<file path="config.mk">
export PLATFORM = sky130hd
export DESIGN_NAME = msx_cart_bus_bridge
export DESIGN_NICKNAME = d
export VERILOG_FILES = /design/src/rtl/msx_cart_bus_bridge_pkg.sv /design/src/rtl/msx_cart_bus_bridge_sync_edge.sv /design/src/rtl/msx_cart_bus_bridge.sv
export SDC_FILE = /design/constraint.sdc
export NUM_CORES = 1
export LEC_CHECK = 0
export ABC_CLOCK_PERIOD_IN_PS = 2300
export CORE_MARGIN = 10
export CORE_UTILIZATION = 53
export CTS_CLUSTER_SIZE = 24
export DETAILED_ROUTE_END_ITERATION = 6
export PLACE_DENSITY = 0.8
export SLEW_MARGIN = 20
export SYNTH_ARGS = -nofsm -noshare
export SYNTH_HDL_FRONTEND = slang
export SYNTH_HIERARCHICAL = 1
export SYNTH_SLANG_ARGS = --single-unit
</file>
<file path="constraint.sdc">
create_clock -name clk -period 2.3 [get_ports clk]
set_clock_uncertainty 0.05 [all_clocks]
set_input_delay 0.46 -clock clk [delete_from_list [all_inputs] [get_ports clk]]
set_output_delay 0.46 -clock clk [all_outputs]
set_load 0.01 [all_outputs]
</file>
<file path="src/rtl/msx_cart_bus_bridge_pkg.sv">
// Shared definitions for the MSX cartridge bus bridge: FSM encodings, counter widths
// and the value driven on td when a read is aborted.
package msx_cart_bus_bridge_pkg;

  localparam int unsigned DATA_W     = 8;
  localparam int unsigned WAIT_CNT_W = 8;
  localparam int unsigned TO_CNT_W   = 16;

  localparam logic [1:0] ST_IDLE = 2'd0;
  localparam logic [1:0] ST_REQ  = 2'd1;
  localparam logic [1:0] ST_DATA = 2'd2;
  localparam logic [1:0] ST_DONE = 2'd3;

  localparam logic [DATA_W-1:0] TD_FLOAT = 8'hFF;

  // Saturating increment for the wait-state counter
  function automatic logic [WAIT_CNT_W-1:0] sat_inc(input logic [WAIT_CNT_W-1:0] v);
    return (v == '1) ? v : v + WAIT_CNT_W'(1);
  endfunction

endpackage

</file>
<file path="src/rtl/msx_cart_bus_bridge_sync_edge.sv">
// Synchroniser for one active-low async strobe, with a falling-edge pulse on the
// synchronised level. Flops reset to the inactive (high) level.
module msx_cart_bus_bridge_sync_edge #(
  parameter int unsigned STAGES = 2
) (
  input  logic clk,
  input  logic reset,
  input  logic i_async,
  output logic o_sync,
  output logic o_fall_c
);

  logic [STAGES-1:0] r_chain;
  logic              r_prev;

  always_ff @(posedge clk or posedge reset) begin
    if (reset) begin
      r_chain <= '1;
      r_prev  <= 1'b1;
    end else begin
      r_chain <= {r_chain[STAGES-2:0], i_async};
      r_prev  <= r_chain[STAGES-1];
    end
  end

  assign o_sync   = r_chain[STAGES-1];
  assign o_fall_c = r_prev & ~r_chain[STAGES-1];

endmodule

</file>
<file path="src/rtl/msx_cart_bus_bridge.sv">
// Bridges asynchronous MSX cartridge strobes onto a single-clock req/ack slave bus,
// with /WAIT insertion, td output-enable control and timeout recovery.
module msx_cart_bus_bridge
  import msx_cart_bus_bridge_pkg::*;
#(
  parameter int unsigned ADDR_W      = 2,
  parameter int unsigned SYNC_STAGES = 2,
  parameter int unsigned WAIT_EN     = 1,
  parameter int unsigned MIN_WAIT    = 4,
  parameter int unsigned TIMEOUT     = 255
) (
  input  logic              clk,
  input  logic              reset,
  input  logic              n_ce,
  input  logic              n_trd,
  input  logic              n_twr,
  input  logic [ADDR_W-1:0] ta,
  input  logic [7:0]        td_in,
  output logic [7:0]        td_out,
  output logic              td_oe,
  output logic              twait,
  output logic              bus_req,
  input  logic              bus_ack,
  output logic              bus_wr,
  output logic [ADDR_W-1:0] bus_address,
  output logic [7:0]        bus_wdata,
  input  logic [7:0]        bus_rdata,
  input  logic              bus_rdata_en,
  output logic              timeout_err
);

  logic w_ce_s, w_rd_s, w_wr_s;
  logic w_ce_fall_unused, w_rd_fall, w_wr_fall;

  msx_cart_bus_bridge_sync_edge #(.STAGES(SYNC_STAGES)) u_sync_ce (
    .clk(clk), .reset(reset), .i_async(n_ce),  .o_sync(w_ce_s), .o_fall_c(w_ce_fall_unused)
  );
  msx_cart_bus_bridge_sync_edge #(.STAGES(SYNC_STAGES)) u_sync_rd (
    .clk(clk), .reset(reset), .i_async(n_trd), .o_sync(w_rd_s), .o_fall_c(w_rd_fall)
  );
  msx_cart_bus_bridge_sync_edge #(.STAGES(SYNC_STAGES)) u_sync_wr (
    .clk(clk), .reset(reset), .i_async(n_twr), .o_sync(w_wr_s), .o_fall_c(w_wr_fall)
  );

  logic [1:0]            r_state, w_state_nxt;
  logic                  r_bus_req, w_bus_req_nxt;
  logic                  r_bus_wr, w_bus_wr_nxt;
  logic [ADDR_W-1:0]     r_bus_address, w_bus_address_nxt;
  logic [DATA_W-1:0]     r_bus_wdata, w_bus_wdata_nxt;
  logic [DATA_W-1:0]     r_td_out, w_td_out_nxt;
  logic                  r_td_oe, w_td_oe_nxt;
  logic                  r_twait, w_twait_nxt;
  logic                  r_timeout_err, w_timeout_err_nxt;
  logic [WAIT_CNT_W-1:0] r_wait_cnt, w_wait_cnt_nxt;
  logic [TO_CNT_W-1:0]   r_to_cnt, w_to_cnt_nxt;
  logic                  r_released, w_released_nxt;

  // A start with both strobes low is not a legal cycle and is dropped
  logic w_start_rd, w_start_wr, w_strobe_rel, w_rel_any;
  logic w_wait_done, w_to_hit, w_ack_req, w_rd_data;

  assign w_start_rd   = ~w_ce_s & w_rd_fall & w_wr_s;
  assign w_start_wr   = ~w_ce_s & w_wr_fall & w_rd_s;
  assign w_strobe_rel = w_ce_s | (r_bus_wr ? w_wr_s : w_rd_s);
  assign w_rel_any    = r_released | w_strobe_rel;
  assign w_wait_done  = r_wait_cnt >= WAIT_CNT_W'(MIN_WAIT);
  assign w_to_hit     = r_to_cnt >= TO_CNT_W'(TIMEOUT - 1);
  assign w_ack_req    = (r_state == ST_REQ) & bus_ack;
  assign w_rd_data    = ~r_bus_wr & bus_rdata_en & ((r_state == ST_DATA) | w_ack_req);

  // Next-state and next-output logic
  always_comb begin
    w_state_nxt       = r_state;
    w_bus_req_nxt     = r_bus_req;
    w_bus_wr_nxt      = r_bus_wr;
    w_bus_address_nxt = r_bus_address;
    w_bus_wdata_nxt   = r_bus_wdata;
    w_td_out_nxt      = r_td_out;
    w_td_oe_nxt       = r_td_oe;
    w_twait_nxt       = r_twait;
    w_timeout_err_nxt = 1'b0;
    w_wait_cnt_nxt    = sat_inc(r_wait_cnt);
    w_to_cnt_nxt      = r_to_cnt;
    w_released_nxt    = r_released;

    case (r_state)
      ST_IDLE: begin
        w_wait_cnt_nxt = r_wait_cnt;
        if (w_start_rd | w_start_wr) begin
          w_state_nxt       = ST_REQ;
          w_bus_req_nxt     = 1'b1;
          w_bus_wr_nxt      = w_start_wr;
          w_bus_address_nxt = ta;
          w_bus_wdata_nxt   = td_in;
          w_twait_nxt       = (WAIT_EN != 0);
          w_wait_cnt_nxt    = '0;
          w_to_cnt_nxt      = '0;
          w_released_nxt    = 1'b0;
        end
      end

      ST_REQ, ST_DATA: begin
        w_to_cnt_nxt   = r_to_cnt + TO_CNT_W'(1);
        w_released_nxt = w_rel_any;
        if (w_ack_req) begin
          w_bus_req_nxt = 1'b0;
          w_state_nxt   = r_bus_wr ? ST_DONE : ST_DATA;
        end
        if (w_rd_data) begin
          w_state_nxt = ST_DONE;
          if (!w_rel_any) begin
            w_td_out_nxt = bus_rdata;
            w_td_oe_nxt  = 1'b1;
          end
        end else if (w_to_hit && !w_ack_req) begin
          w_state_nxt       = ST_DONE;
          w_bus_req_nxt     = 1'b0;
          w_timeout_err_nxt = 1'b1;
          if (!r_bus_wr && !w_rel_any) begin
            w_td_out_nxt = TD_FLOAT;
            w_td_oe_nxt  = 1'b1;
          end
        end
      end

      ST_DONE: begin
        if (w_wait_done) w_twait_nxt = 1'b0;
        if (w_strobe_rel) begin
          w_td_oe_nxt = 1'b0;
          w_twait_nxt = 1'b0;
          w_state_nxt = ST_IDLE;
        end
      end

      default: w_state_nxt = ST_IDLE;
    endcase
  end

  // State and registered outputs
  always_ff @(posedge clk or posedge reset) begin
    if (reset) begin
      r_state       <= ST_IDLE;
      r_bus_req     <= 1'b0;
      r_bus_wr      <= 1'b0;
      r_bus_address <= '0;
      r_bus_wdata   <= '0;
      r_td_out      <= '0;
      r_td_oe       <= 1'b0;
      r_twait       <= 1'b0;
      r_timeout_err <= 1'b0;
      r_wait_cnt    <= '0;
      r_to_cnt      <= '0;
      r_released    <= 1'b0;
    end else begin
      r_state       <= w_state_nxt;
      r_bus_req     <= w_bus_req_nxt;
      r_bus_wr      <= w_bus_wr_nxt;
      r_bus_address <= w_bus_address_nxt;
      r_bus_wdata   <= w_bus_wdata_nxt;
      r_td_out      <= w_td_out_nxt;
      r_td_oe       <= w_td_oe_nxt;
      r_twait       <= w_twait_nxt;
      r_timeout_err <= w_timeout_err_nxt;
      r_wait_cnt    <= w_wait_cnt_nxt;
      r_to_cnt      <= w_to_cnt_nxt;
      r_released    <= w_released_nxt;
    end
  end

  assign td_out      = r_td_out;
  assign td_oe       = r_td_oe;
  assign twait       = r_twait;
  assign bus_req     = r_bus_req;
  assign bus_wr      = r_bus_wr;
  assign bus_address = r_bus_address;
  assign bus_wdata   = r_bus_wdata;
  assign timeout_err = r_timeout_err;

endmodule

</file>
==> results of run 1 <==
state kept, by name (all words and copies together), names as in the netlist:
name and cells:
u_sync_rd/r_prev 1, td_out 8, r_released 1, u_sync_rd/r_chain 2
u_sync_ce/r_chain 2, r_to_cnt 16, r_state 2, u_sync_wr/r_prev 1
bus_address 2, twait 1, td_oe 1, timeout_err 1
bus_wr 1, bus_wdata 8, bus_req 1, r_wait_cnt 8
u_sync_wr/r_chain 2
layer usage:
layer / part of all wire / global-route usage / wire (um) / vias up
li1: - / - / - / 1008
met1: 0.41 / 0.1491 / 2378 / 1029
met2: 0.48 / 0.2394 / 2799 / 64
met3: 0.097 / 0.09040 / 563 / 8
met4: 0.0076 / 0.05270 / 44 / 0
met5: 0 / 0 / 0 / -
cell type report:
cell class	instances	share of cell area
Multi-Input combinational cell	177	0.3549
Clock buffer	13	0.04215
Sequential cell	58	0.4137
Inverter	12	0.01275
Tap cell	70	0.02480
Timing Repair Buffer	52	0.1474
Clock inverter	3	0.004251
worst paths after layout:
check	to	from	depth (start not counted)
worst max-delay path	r_to_cnt[14]$_DFFE_PP0P_	r_state[0]$_DFFE_PP0P_	8
worst min-delay path	u_sync_ce/r_chain[1]$_DFF_PP1_	u_sync_ce/r_chain[0]$_DFF_PP1_	0
min in group asynchronous	bus_address[0]$_DFFE_PP0P_	reset	2
worst min register to register	u_sync_ce/r_chain[1]$_DFF_PP1_	u_sync_ce/r_chain[0]$_DFF_PP1_	0
worst max register to register	r_to_cnt[14]$_DFFE_PP0P_	r_state[0]$_DFFE_PP0P_	8
max in group asynchronous	r_to_cnt[1]$_DFFE_PP0P_	reset	3
stage by stage:
step	hold slack (ns)	setup slack (ns)	cell area, um2	instances
finish	0.3030	0.2427	3532	385
global route	0.3092	0.06117	3532	385
CTS	0.3047	0.2447	3532	385
detailed placement	0.2973	0.2049	3368	369
global placement	0.2958	0.2359	3368	369
floorplan	0.2952	0.4727	2791	252
cell usage in the layout, fill, tap and decap left out, types with 4 or more instances in the layout:
cell type	instances
nand3_1	11
inv_1	11
clkbuf_8	10
dfrtp_1	50
dfstp_2	8
clkdlybuf4s50_1	47
mux2_2	10
buf_4	4
nand4_1	6
ha_1	8
nand2_1	14
xnor2_1	14
nor3_1	7
xor2_1	4
nor2_1	29
o21ai_0	15
o22a_1	8
nor4_1	7
where the power goes:
| group | internal (mW) | switching, mW | total [mW] |
|---|---|---|---|
| sequential | 1.31 | 0.233 | 1.54 |
| clock | 0.415 | 0.372 | 0.787 |
| combinational | 0.766 | 0.804 | 1.57 |
worst register-to-register path: stages (launching register included):
cell	delay, ns
dfrtp_1	0.41
inv_1	0.09
ha_1	0.30
and2b_1	0.20
a21boi_1	0.07
buf_4	0.19
nor4b_1	0.40
xnor2_1	0.17
nor2_1	0.05
==> results.toml, run 1 <==
[drt]
routed_via_density = 5.478
routedWlPerCell_um = 15.03
drc = 0
drt_iter0_drc = 80
routed-via-count = 2109
routed_wl_um = 5785
first_pass_iters = 4
antenna_left = 0

[run]
drv_cap = 0

[layout]
final_util = 0.6916
multi_input_area_um2 = 1254
nFillCells = 378
drive_above_1_share = 0.1619
diodes = 0
nNetsFinal = 343
syn_to_final_growth_pct = 26.54
register_area_um2 = 1461

[die]
die_area_um2 = 8570
start_util = 0.5465
die_h_um = 92.58
ioPinCount = 48
die_x_um = 92.58
row_count = 26
core-area_um2 = 5107

[global_routing]
antenna_found_initial = 0
grt_pass1_wl_um = 10090
grt_pass1_vias = 2246
grtUsageTotal = 0.1458
grt_max_degree = 41
gr-total-overflow = 0

[synthesis]
synth_nets = 285
yosysWarnings = 6
synth.avg_cell_area_um2 = 11.08
syn_area_um2 = 2791
syn_inst = 252

[placement]
dp_hpwl_um = 4200
io_buffer_count = 47
globalplace.congestion = 0.8302

[clock_network]
cts_buffers = 9
hold_buffers = 0
path_clk_slew_ns = 0.06
cts_resized = 0
cts_sinks = 58
ctsHtreeMaxLevel = 3
cts_tree = "done"
cts_max_path_buffers = 2
clk_latency_ns = 0.33
cts-root-buf = "clkbuf_8"
post_cts_buffers = 0

[critical_path]
critPathLaunchType = "flip-flop"
crit_type = "flip-flop to flip-flop"
slowest_delay_ns = 0.41
crit_chain = "inv_1 > ha_1 > and2b_1 > a21boi_1 > buf_4 > nor4b_1 > xnor2_1 > nor2_1"
slowest_stage = "dfrtp_1"
path_delay_family = "simple AND/OR/NAND/NOR gates"
crit_arrival_ns = 2.23
critical_path_required_ns = 2.47
critPathCaptureType = "flip-flop"
cp_max_fo = 13
worst-path-buf-inv = 2
reg2reg_slack_ns = 0.24

[sta]
hold_viol_final = 0
setup_violations = 0
rsz0062_at_grt = "no"
worst_pin_slew_ns = 0.5232
finalCritPeriodShare = 0.8945
slew_violations = 0
relSlewSlack = 0.6475
setup_tns_ns = 0
max_clock_freq_mhz = 486.1
min_period_ns = 2.057

[power_and_ir_drop]
power_mw = 3.895
ir_worst_vdd_uv = 729.0
p_leak_nw = 1.506
power.density_nw_per_um2 = 1103

[hold_path]
hp-class = "flip-flop to flip-flop"

[outcome]
status = "complete, no violations"
(Power assumes the default switching activity.)
==> inputs of run 2 (changes only) <==
Settings changed: CTS_BUF_LIST set to sky130_fd_sc_hd__clkbuf_16, TNS_END_PERCENT set to 30.
==> run 2 against run 1 <==
Effect of this change: sequential power barely moved; sequential share of layout area is 1.0 points lower; critical path depth is the same; final area increased by 2.6%; global-route usage increased by 0.24 points; first-iteration DRC count decreased by 13%; combinational power about the same; final cell count is the same; total power grew 9.0%; wire length grew 1.6%; core utilization increased by 1.8 points; critical endpoint unchanged; largest cell class unchanged; largest power group unchanged.
==> results.toml, run 2 (synthesis gave the netlist of run 1 again) <==
[sta]
relSlewSlack = 0.6442
postLayoutSetupSlackWorst_ns = 0.2352
setup_tns_ns = 0
setup_violations = 0
max_clock_freq_mhz = 484.3
min_period_ns = 2.065
rsz0062_at_grt = "no"
hold_viol_final = 0
finalCritPeriodShare = 0.8977
worst_pin_slew_ns = 0.5281
slew_violations = 0
finalHoldWorstSlack_ns = 0.3025

[drt]
routed_wl_um = 5877
routed_via_density = 5.421
routedWlPerCell_um = 15.26
drt_iter0_drc = 70
first_pass_iters = 4
drc = 0
routed-via-count = 2087
antenna_left = 0

[placement]
globalplace.congestion = 0.8302
dp_hpwl_um = 4200
dpl_worst_slack_ns = 0.2049
dpl_cell_area_um2 = 3368
io_buffer_count = 47
place_inst = 369

[clock_network]
cts_resized = 0
cts_max_path_buffers = 2
cts_sinks = 58
path_clk_slew_ns = 0.05
clk_latency_ns = 0.32
cts-root-buf = "clkbuf_16"
hold_buffers = 0
cts_tree = "done"
post_cts_buffers = 0
cts_buffers = 9
ctsHtreeMaxLevel = 3

[layout]
diodes = 0
top_register = "r_to_cnt"
most-common-layout-cells = "dfrtp_1, clkdlybuf4s50_1, nor2_1"
postLayoutCellArea_um2 = 3623
finish.cell_count_without_fillers = 385
syn_to_final_growth_pct = 29.81
largest_reg_flops = 16
nNetsFinal = 343
drive_above_1_share = 0.1587
final_util = 0.7095
final_common_cell = "dfrtp_1"

[power_and_ir_drop]
power.density_nw_per_um2 = 1172
power_mw = 4.246
ir_worst_vdd_uv = 811.1
p_leak_nw = 1.559

[global_routing]
grt_max_degree = 41
grt_pass1_wl_um = 10120
grtUsageTotal = 0.1482
antenna_found_initial = 0
gr-total-overflow = 0
grt_pass1_vias = 2234

[critical_path]
crit_type = "flip-flop to flip-flop"
r2r-start = "r_state[0]$_DFFE_PP0P_"
cp_max_fo = 13
crit_chain = "inv_1 > ha_1 > nand2b_1 > a21boi_1 > buf_4 > nor4b_1 > xnor2_1 > nor2_1"
rr_worst_depth = 8
reg2reg_slack_ns = 0.24
r2r_end = "r_to_cnt[14]$_DFFE_PP0P_"
slowest_stage = "dfrtp_1"
crit_arrival_ns = 2.23
slowest_delay_ns = 0.40
critical_path_required_ns = 2.46
critPathLaunchType = "flip-flop"
critPathCaptureType = "flip-flop"

[hold_path]
hold_depth = 0
min_from = "u_sync_ce/r_chain[0]$_DFF_PP1_"
whs_endpoint = "u_sync_ce/r_chain[1]$_DFF_PP1_"
hp-class = "flip-flop to flip-flop"

[die]
core-area_um2 = 5107
die_x_um = 92.58
row_count = 26
ioPinCount = 48
die_h_um = 92.58
die_area_um2 = 8570
start_util = 0.5465

[run]
drv_cap = 0

[outcome]
status = "complete, no violations"
-- run 2: changes by cell type in the layout (fill, tap and decap cells not counted), sizes merged --
| cell | delta |
|---|---|
| clkinv | +1 |
| clkbuf | -4 |
| inv | +3 |
-- run 2: area by class of cell --
class	instances	area (um2)
repair buffers	52	520.5
clock buffers	9	225.2
clock inverters	7	30.03
inverters	12	45.04
flip-flops and latches	58	1461
fillers	365	1484
well taps	70	87.58
multi-input cells	177	1254
-- run 2: how the worst max path moves through the flow --
stage               slack, ns  depth (start not counted)              startpoint                       end
floorplan                0.47                          6  r_state[0]$_DFFE_PP0P_  bus_wdata[0]$_DFFE_PP0P_
global placement         0.24                          6                 bus_ack    r_state[0]$_DFFE_PP0P_
detailed placement       0.20                          6            bus_rdata_en    r_state[0]$_DFFE_PP0P_
CTS                      0.24                          8  r_state[0]$_DFFE_PP0P_  r_to_cnt[14]$_DFFE_PP0P_
global route             0.05                          8  r_state[1]$_DFFE_PP0P_  r_to_cnt[13]$_DFFE_PP0P_
finish                   0.24                          8  r_state[0]$_DFFE_PP0P_  r_to_cnt[14]$_DFFE_PP0P_
-- run 2: layer usage --
layer / share of wire / global-route usage / vias to the layer above
met5: 0 / 0 / -
met4: 0.013 / 0.06555 / 0
met3: 0.089 / 0.08313 / 7
met2: 0.48 / 0.2459 / 56
met1: 0.41 / 0.1501 / 1014
li1: - / - / 1010
-- run 2: critical path: cells and delay by family (launching register included) --
family                     cells  cell delay [ns]
and+or+nand+nor                3             0.64
DFF                            1             0.40
AOI/OAI and AO/OA              1             0.13
xor gates and xnor gates       1             0.17
buffers and inverters          2             0.27
adders and majority gates      1             0.29
-- run 2: power breakdown --
| group | switching (mW) | internal [mW] |
|---|---|---|
| registers | 0.239 | 1.31 |
| logic | 0.811 | 0.766 |
| clock network | 0.420 | 0.703 |
